`config.mk`:
```
export PLATFORM = sky130hd
export DESIGN_NAME = retire_trace_buffer
export DESIGN_NICKNAME = d
export VERILOG_FILES = /design/src/rtl/retire_trace_buffer_pkg.sv /design/src/rtl/retire_trace_buffer_trace_ram.sv /design/src/rtl/retire_trace_buffer.sv
export SDC_FILE = /design/constraint.sdc
export NUM_CORES = 1
export LEC_CHECK = 0
export CAP_MARGIN = 10
export CORE_ASPECT_RATIO = 0.5
export CORE_MARGIN = 4
export CORE_UTILIZATION = 40
export CTS_CLUSTER_SIZE = 24
export DETAILED_ROUTE_END_ITERATION = 10
export PLACE_DENSITY = 0.54
export SLEW_MARGIN = 20
export SYNTH_ARGS = -nofsm -noshare
export SYNTH_HDL_FRONTEND = slang
export SYNTH_HIERARCHICAL = 1
export SYNTH_SLANG_ARGS = --single-unit
```
`constraint.sdc`:
```
create_clock -name clk -period 10.7 [get_ports clk]
set_input_delay 1.605 -clock clk [delete_from_list [all_inputs] [get_ports clk]]
set_output_delay 1.605 -clock clk [all_outputs]
set_load 0.005 [all_outputs]
```
`src/rtl/retire_trace_buffer_pkg.sv`:
```
// Shared types for the retirement trace buffer: capture state and stored entry layout.
// Latency: n/a (types only).
// Backpressure: n/a; the trace path never stalls the core.
package retire_trace_buffer_pkg;

  localparam int TRACE_DATA_WIDTH  = 32;
  localparam int TRACE_RDEST_WIDTH = 5;

  typedef enum logic {
    CAPTURE = 1'b0,
    FROZEN  = 1'b1
  } trace_state_t;

  typedef struct packed {
    logic [TRACE_RDEST_WIDTH-1:0] rdest;
    logic [TRACE_DATA_WIDTH-1:0]  data;
  } trace_entry_t;

endpackage

```
`src/rtl/retire_trace_buffer_trace_ram.sv`:
```
// History storage: DEPTH x WIDTH register array, one synchronous write port, one async read port.
// Latency: write lands on the next edge; read is combinational.
// Backpressure: none; contents are unreset and qualified by the parent's entry count.
module retire_trace_buffer_trace_ram #(
  parameter int DEPTH = 16,
  parameter int WIDTH = 37
) (
  input  logic                     clk,
  input  logic                     i_we,
  input  logic [$clog2(DEPTH)-1:0] i_waddr,
  input  logic [WIDTH-1:0]         i_wdata,
  input  logic [$clog2(DEPTH)-1:0] i_raddr,
  output logic [WIDTH-1:0]         o_rdata
);

  logic [WIDTH-1:0] mem_q [DEPTH];

  // Write port: one entry per enabled cycle, no reset needed.
  always_ff @(posedge clk) begin
    if (i_we) begin
      mem_q[i_waddr] <= i_wdata;
    end
  end

  assign o_rdata = mem_q[i_raddr];

endmodule

```
`src/rtl/retire_trace_buffer.sv`:
```
// Retirement trace capture: records the last TRACE_DEPTH register writes, freezes on
// i_freeze (or on a breakpoint match when RETIRE_TRACE_BREAKPOINT_EN is defined), and lets
// i_step walk a viewing cursor backwards. All outputs registered, one cycle after the cause.
// Never backpressures the core; retires arriving while frozen are dropped.
module retire_trace_buffer
  import retire_trace_buffer_pkg::*;
#(
  parameter int DATA_WIDTH     = TRACE_DATA_WIDTH,
  parameter int REG_ADDR_WIDTH = TRACE_RDEST_WIDTH,
  parameter int TRACE_DEPTH    = 16
) (
  input  logic                           clk,
  input  logic                           n_rst,
  input  logic                           i_retire_en,
  input  logic [REG_ADDR_WIDTH-1:0]      i_retire_rdest,
  input  logic [DATA_WIDTH-1:0]          i_retire_data,
  input  logic                           i_freeze,
  input  logic                           i_resume,
  input  logic                           i_step,
  input  logic [REG_ADDR_WIDTH-1:0]      i_bp_rdest,
  input  logic [DATA_WIDTH-1:0]          i_bp_data,
  output logic                           o_valid,
  output logic [REG_ADDR_WIDTH-1:0]      o_rdest,
  output logic [DATA_WIDTH-1:0]          o_data,
  output logic [$clog2(TRACE_DEPTH)-1:0] o_offset,
  output logic [$clog2(TRACE_DEPTH):0]   o_count,
  output logic                           o_frozen,
  output logic                           o_halt_req
);

  localparam int PW = $clog2(TRACE_DEPTH);
  localparam logic [PW:0]   FULL_CNT = (PW+1)'(TRACE_DEPTH);
  localparam logic [PW:0]   ONE_CNT  = (PW+1)'(1);
  localparam logic [PW-1:0] ONE_PTR  = PW'(1);

  trace_state_t  state_q, state_d;
  logic [PW-1:0] wr_ptr_q, wr_ptr_d;
  logic [PW-1:0] offset_q, offset_d;
  logic [PW:0]   count_q, count_d;
  logic          halt_q, halt_d;
  logic          valid_q, valid_d;
  trace_entry_t  view_q, view_d;
  trace_entry_t  wr_entry, rd_entry;
  logic [PW-1:0] rd_idx;
  logic          do_write;
  logic          bp_hit;

  assign wr_entry.rdest = i_retire_rdest;
  assign wr_entry.data  = i_retire_data;

`ifdef RETIRE_TRACE_BREAKPOINT_EN
  // A matching retire while capturing is a breakpoint hit.
  assign bp_hit = (state_q == CAPTURE) && i_retire_en &&
                  (i_retire_rdest == i_bp_rdest) && (i_retire_data == i_bp_data);
`else
  logic unused_bp;
  assign unused_bp = ^{i_bp_rdest, i_bp_data};
  assign bp_hit    = 1'b0;
`endif

  // Next-state logic: capture/freeze transitions, pointer, count and cursor updates.
  always_comb begin
    state_d  = state_q;
    wr_ptr_d = wr_ptr_q;
    count_d  = count_q;
    offset_d = offset_q;
    halt_d   = halt_q;
    do_write = 1'b0;
    case (state_q)
      CAPTURE: begin
        offset_d = '0;
        if (i_retire_en) begin
          do_write = 1'b1;
          wr_ptr_d = wr_ptr_q + ONE_PTR;
          if (count_q != FULL_CNT) begin
            count_d = count_q + ONE_CNT;
          end
        end
        if (i_freeze || bp_hit) begin
          state_d = FROZEN;
          halt_d  = bp_hit;
        end
      end
      FROZEN: begin
        if (i_resume && !i_freeze) begin
          state_d  = CAPTURE;
          offset_d = '0;
          halt_d   = 1'b0;
        end else if (i_step && (count_q != '0)) begin
          if ({1'b0, offset_q} == (count_q - ONE_CNT)) begin
            offset_d = '0;
          end else begin
            offset_d = offset_q + ONE_PTR;
          end
        end
      end
      default: state_d = CAPTURE;
    endcase
  end

  // View selection: the entry written this cycle is not yet in the array, so bypass it.
  always_comb begin
    rd_idx  = wr_ptr_d - ONE_PTR - offset_d;
    valid_d = (count_d != '0);
    view_d  = '0;
    if (valid_d) begin
      view_d = do_write ? wr_entry : rd_entry;
    end
  end

  retire_trace_buffer_trace_ram #(
    .DEPTH (TRACE_DEPTH),
    .WIDTH ($bits(trace_entry_t))
  ) u_trace_ram (
    .clk     (clk),
    .i_we    (do_write),
    .i_waddr (wr_ptr_q),
    .i_wdata (wr_entry),
    .i_raddr (rd_idx),
    .o_rdata (rd_entry)
  );

  // State and output registers; reset drops all history at once.
  always_ff @(posedge clk or negedge n_rst) begin
    if (!n_rst) begin
      state_q  <= CAPTURE;
      wr_ptr_q <= '0;
      count_q  <= '0;
      offset_q <= '0;
      halt_q   <= 1'b0;
      valid_q  <= 1'b0;
      view_q   <= '0;
    end else begin
      state_q  <= state_d;
      wr_ptr_q <= wr_ptr_d;
      count_q  <= count_d;
      offset_q <= offset_d;
      halt_q   <= halt_d;
      valid_q  <= valid_d;
      view_q   <= view_d;
    end
  end

  assign o_valid    = valid_q;
  assign o_rdest    = view_q.rdest;
  assign o_data     = view_q.data;
  assign o_offset   = offset_q;
  assign o_count    = count_q;
  assign o_frozen   = (state_q == FROZEN);
  assign o_halt_req = halt_q;

endmodule

```
======== Word level (Yosys, flattened, before mapping) ========
Memory sizes are Yosys's and may differ from the RTL's.
Cells that the tools add are included.
word-level totals
  RAM bits ................................ 592
  flip-flop bits (word level) ............. 53
  memories kept ........................... 1
  word-level logic and storage cells ...... 47
  output and inout port bits .............. 49
  input bits .............................. 80
memories
  name               words  width  read ports  clocked after Yosys merged registers in  wr ports  RTL line                             RTL
  u_trace_ram.mem_q  16     37     1           0                                        1         retire_trace_buffer_trace_ram.sv:16  logic [WIDTH-1:0] mem_q [DEPTH];
operators by class
  equality and inequality tests ........... 4
  multiplexer cells ....................... 21
  bitwise operators ....................... 1
  $add $sub $neg .......................... 6
  reductions and logical operators ........ 6
operators with widths
  operator                                                             number
  37-bit two-way mux                                                   2
  4-bit two-way mux                                                    5
  5-bit two-way mux                                                    3
  5-bit nonzero test                                                   2
  4-bit by 1-bit adder with 4-bit output (second input constant)       2
  1-bit two-way mux                                                    8
  4-bit one-hot mux with 2 select lines                                1
  5-bit by 1-bit adder with 5-bit output (second input constant)       1
  4-bit by 5-bit equality test with 1-bit output                       1
  5-bit != test (second input constant)                                1
  5-bit by 1-bit subtractor with 5-bit output (second input constant)  1
  1-bit one-hot mux with 2 select lines                                2
  4-bit by 1-bit subtractor with 4-bit output (second input constant)  1
  4-bit subtractor                                                     1
  1-bit logical AND                                                    2
  2-bit by 1-bit != test with 1-bit output (second input constant)     1
  2-bit != test (second input constant)                                1
  2-bit AND reduction                                                  1
  1-bit logical NOT                                                    1
  1-bit NOT                                                            1

======== Logic depth before layout (Yosys ltp) ========
An unclocked memory read counts as a cell.
  word-level depth ........................ 10
  depth in mapped cells ................... 18
  gate-level depth less buffers ........... 16

======== Hierarchy ========
Netlist, hierarchy kept.
modules (own cells, without submodules)
  module                         area each (µm²)  seq. area each (µm²)  times used  cells each
  retire_trace_buffer_trace_ram  22,201.3         17,777.0              1           926
  retire_trace_buffer            2,446.1          1,301.2               1           253

======== Worst setup path before layout ========
Ideal clock, no wire load.
  path kind ............................... input to register
  start point ............................. input port i_retire_en
  end point ............................... memory u_trace_ram.mem_q[0][0], enable pin
  stages on the path ...................... 5
  arrival ................................. 5,188 ps
  setup slack ............................. 5,035 ps
  buffers on the path ..................... 1
  library setup time ...................... 477 ps
  required time ........................... 10,223 ps
  cell sequence ........................... nand2_1 inv_2 clkbuf_1 or3b_2 nor3_1
between the ends
  word-level cells in the longest chain between the ends .. 4
RTL lines
  what                                     RTL line                             RTL
  from (decl)                              retire_trace_buffer.sv:14            input logic i_retire_en,
  1-bit two-way mux                        retire_trace_buffer.sv:72            if (i_retire_en) begin
  1-bit two-way mux                        retire_trace_buffer.sv:69            case (state_q)
  via do_write                             retire_trace_buffer.sv:45            logic do_write;
  1-bit two-way mux                        retire_trace_buffer_trace_ram.sv:20  if (i_we) begin
  1-bit two-way mux (implied by the code)  retire_trace_buffer_trace_ram.sv:21  mem_q[i_waddr] <= i_wdata;
  to (decl)                                retire_trace_buffer_trace_ram.sv:16
The timed path passes the listed nets, and every way through them passes these cells.

==> flow_summary_export.csv <==
group,metric,value,unit
timing,layout_min_cycle_time,6.436,ns
clock_tree,htree_levels,2,
routing,ant_nets,0,
grt,grt_pass1_wl,82490,um
pwr,p_sw_share,34.50,%
synthesis,synth_top_area_share,72.13,%
synthesis,synth_warnings,6,
pwr,pwr-share-seq,32.7,%
floorplanning,die-height,183.5,um
place,place_congestion,0.6814,
pwr,combPwrFrac,45.1,%
routing,avgRoutedWirePerCell,25.71,um
pwr,p_per_area,323.7,nW/um^2
floorplanning,dieArea,65890,um^2
layout,antenna_cells,0,
synthesis,synth.cell_area,24650,um^2
setup_path,critPathRequiredTime,11.13,ns
clock_tree,clk_pin_slew_worst_paths,0.06,ns
setup_path,cp_top_family,"buffers and inverters",
timing,fmax,155.4,MHz
floorplanning,core,61020,um^2
timing,max_slew.worst_pin.slew,1.034,ns
clock_tree,insertion_delay,0.60,ns
timing,setup_viol,0,
grt,grt.total_usage,16.92,%
pwr,peakVddDrop,0.5238,mV
setup_path,worstRegToRegCells,14,
pwr,clockPowerShare,22.2,%
layout,seqCellArea,19080,um^2
routing,drtPass1Iterations,5,
setup_path,worstPathCellList,"clkdlybuf4s50_1 > nand2_2 > buf_4 > inv_2 > buf_4 > nand2_1 > nand2_1 > fa_4 > buf_4 > mux4_2 > a22oi_1 > nand2_1 > nand2_1 > a21oi_1",
timing,finalHoldViolCount,0,
worst_hold_path,hold_depth,2,
pwr,p_int,6.049,mW
routing,routed_wl,55760,um
setup_path,cp.arrival,6.87,ns
setup_path,cp.depth,14,
layout,multiInputGateArea,5346,um^2
clock_tree,cts_root_buf,"clkbuf_16",
synthesis,synth-seq-cells,644,
clock_tree,cts_tree,"done",
status,status,"complete, no violations",
clock_tree,clockBufferDepth,3,
setup_path,crit_buf_inv,5,
grt,grt_remaining_overflow,0,
clock_tree,cts.sinks,644,
floorplanning,num_rows,64,
pwr,power,9.236,mW
grt,grt_pass1_vias,12430,
synthesis,synth.avg_cell_area,20.91,um^2
clock_tree,post_cts_buffers,0,
pwr,leakagePower,9.163,nW
synthesis,synth.largest_area_cell,"edfxtp_1",
routing,vias_per_cell,5.428,
worst_hold_path,hold_path_class,"reg -> reg",
layout,syn2layout_area_growth,15.75,%
place,io_buffers,90,
setup_path,endpoint_kind,"flop",
floorplanning,num_io_pins,129,
grt,grt_max_degree,121,
synthesis,seq_area_frac_synth,77.40,%
floorplanning,fp.dieW,359.1,um
setup_path,crit_top_cell,"nand2_1",
setup_path,start_kind,"input port",
layout,drive_gt1_share,22.32,%
job,cap_violations,0,
layout,fin_nets,1383,
synthesis,synth_cell_type_count,40,
synthesis,synth_nets,1267,
setup_path,cp_max_fo,57,
layout,post-route-util,46.75,%
layout,fillCellCount,5077,
setup_path,critPathMaxStageDelay,1.30,ns
clock_tree,postCtsHoldBufs,0,
setup_path,crit_type,"in -> reg",
synthesis,synth.area.top_cells,"edfxtp_1 72%, mux4_2 14%, dfrtp_1 5.3%, a22oi_1 2.3%, nand2_1 1.8%",
grt,antenna_found_initial,0,
routing,route.detailed.drc,0,
timing,rsz0062_at_grt,"false",
timing,relSlewSlack,30.67,%
synthesis,synthCells,1179,
timing,timing.final.ws_setup,4.264,ns
pwr,p_sw,3.187,mW
timing,fin_tns_setup,0,ns
place,dpl_worst_slack,3.578,ns
routing,vias,11770,
routing,first_iter_violations,1163,
timing,fin_skew,0.01039,ns
setup_path,critical_path.slowest_cell,"fa_4",
timing,slew_violations,0,
timing,timing.final.crit_share,60.15,%
place,hpwl,27670,um
floorplanning,start_util,40.39,%
clock_tree,numCtsBuffers,58,
clock_tree,cts_resized,0,
[worst reg2reg max path, stage by stage, from the launching register on]
cell and delay [ns]:
dfrtp_1 0.47, inv_1 0.13, ha_1 0.21, or3b_1 0.38, o21ai_1 0.40, o41a_1 0.31
or2b_1 0.29, ha_4 0.18, fa_4 1.23, buf_4 0.84, mux4_2 0.46, a22oi_1 0.21
nand2_1 0.09, nand2_1 0.11, a21oi_1 0.10
[path summary, 6_finish.rpt]
check,from,end,slack (ns)
worst max-delay path,i_retire_en,o_data[4],4.26
worst min-delay path,o_frozen,o_frozen,0.59
worst max register to register,o_count[0],o_data[4],5.13
worst min register to register,o_frozen,o_frozen,0.59
max in group asynchronous,n_rst,o_data[20],8.87
min in group asynchronous,n_rst,o_data[2],1.22
[synth_stat cells (all sizes together)]
| master | n |
|---|---|
| or3 | 3 |
| inv | 10 |
| nand4 | 2 |
| nor3 | 5 |
| a21o | 1 |
| a211o | 1 |
| conb | 1 |
| mux4 | 148 |
| ha | 7 |
| o31a | 1 |
| o41a | 1 |
| nor2b | 2 |
| or2b | 1 |
| a221oi | 1 |
| nand3 | 4 |
| fa | 1 |
| a21boi | 1 |
| mux2i | 2 |
| edfxtp | 592 |
| dfrtp | 52 |
| xnor2 | 15 |
| o21ai | 5 |
| nand3b | 3 |
| a21oi | 39 |
| nand2b | 4 |
| nand2 | 119 |
| or3b | 2 |
| a22oi | 74 |
| xor2 | 3 |
| nor2 | 14 |
| buf | 34 |
| clkbuf | 29 |
| and2 | 2 |
[placed cells by master, fill, tap and decap left out, types with 2 or more instances in the layout]
master / n
a21oi_1: 29
a21oi_2: 10
a22oi_1: 74
buf_4: 27
bufinv_16: 5
clkbuf_1: 13
clkbuf_16: 60
clkbuf_8: 2
clkdlybuf4s50_1: 89
clkinv_1: 13
clkinv_2: 13
dfrtp_1: 52
edfxtp_1: 592
ha_1: 6
inv_1: 7
inv_2: 3
mux2i_1: 2
mux4_2: 148
nand2_1: 118
nand2b_1: 4
nand3_1: 4
nand3b_1: 3
nand4_1: 2
nor2_4: 13
nor2b_4: 2
nor3_2: 4
o21ai_0: 4
or3_1: 3
xnor2_1: 15
xor2_1: 3
[cell type report]
| type | instances | share of cell area [%] |
|---|---|---|
| Tap cell | 825 | 3.618 |
| Inverter | 10 | 0.1316 |
| Clock buffer | 75 | 5.530 |
| Clock inverter | 34 | 1.088 |
| Timing Repair Buffer | 119 | 4.017 |
| Sequential cell | 644 | 66.87 |
| Multi-Input combinational cell | 462 | 18.74 |
[cells by family after synthesis]
kind of cell | count (synthesis) | synth area share (%)
other | 1 | 0.01521
and+or+nand+nor | 161 | 2.731
xor gates and xnor gates | 18 | 0.6397
muxes | 150 | 13.60
adders and majority gates | 8 | 0.4366
buffers and inverters | 73 | 1.584
AOI/OAI and AO/OA | 124 | 3.584
DFF | 644 | 77.40
[per-stage QoR]
stage          hold slack (ns)  std cells  area (um^2)
2_1_floorplan           0.5315       1179        24650
3_3_place_gp            0.5523       2059        26610
3_5_place_dp            0.5745       2059        26610
4_1_cts                 0.5876       2168        28500
5_1_grt                 0.6197       2169        28530
6_report                0.5855       2169        28530
[power groups by stage]
stage / Sequential (mW) / Combinational [mW] / Clock (mW)
6_report: 3.02 / 4.16 / 2.05
5_1_grt: 3.04 / 4.55 / 2.23
4_1_cts: 3.02 / 4.23 / 2.11
3_5_place_dp: 3.08 / 4.22 / 0
3_3_place_gp: 3.07 / 4.19 / 0
2_1_floorplan: 3.06 / 3.05 / 0
[routing by layer]
metal,up-vias,routed length (um),GRT usage (%)
met2,269,27120,27.84
met5,-,0,0
met1,6372,25260,24.53
li1,5061,-,-
met3,71,2604,2.544
met4,0,777,3.116
[registers in the layout, indices dropped and copies added, names as in the netlist]
register           flops
o_offset               4
o_frozen               1
o_valid                1
o_data                32
o_rdest                5
wr_ptr_q               4
o_count                5
u_trace_ram/mem_q    592
(Power assumes the default switching activity.)
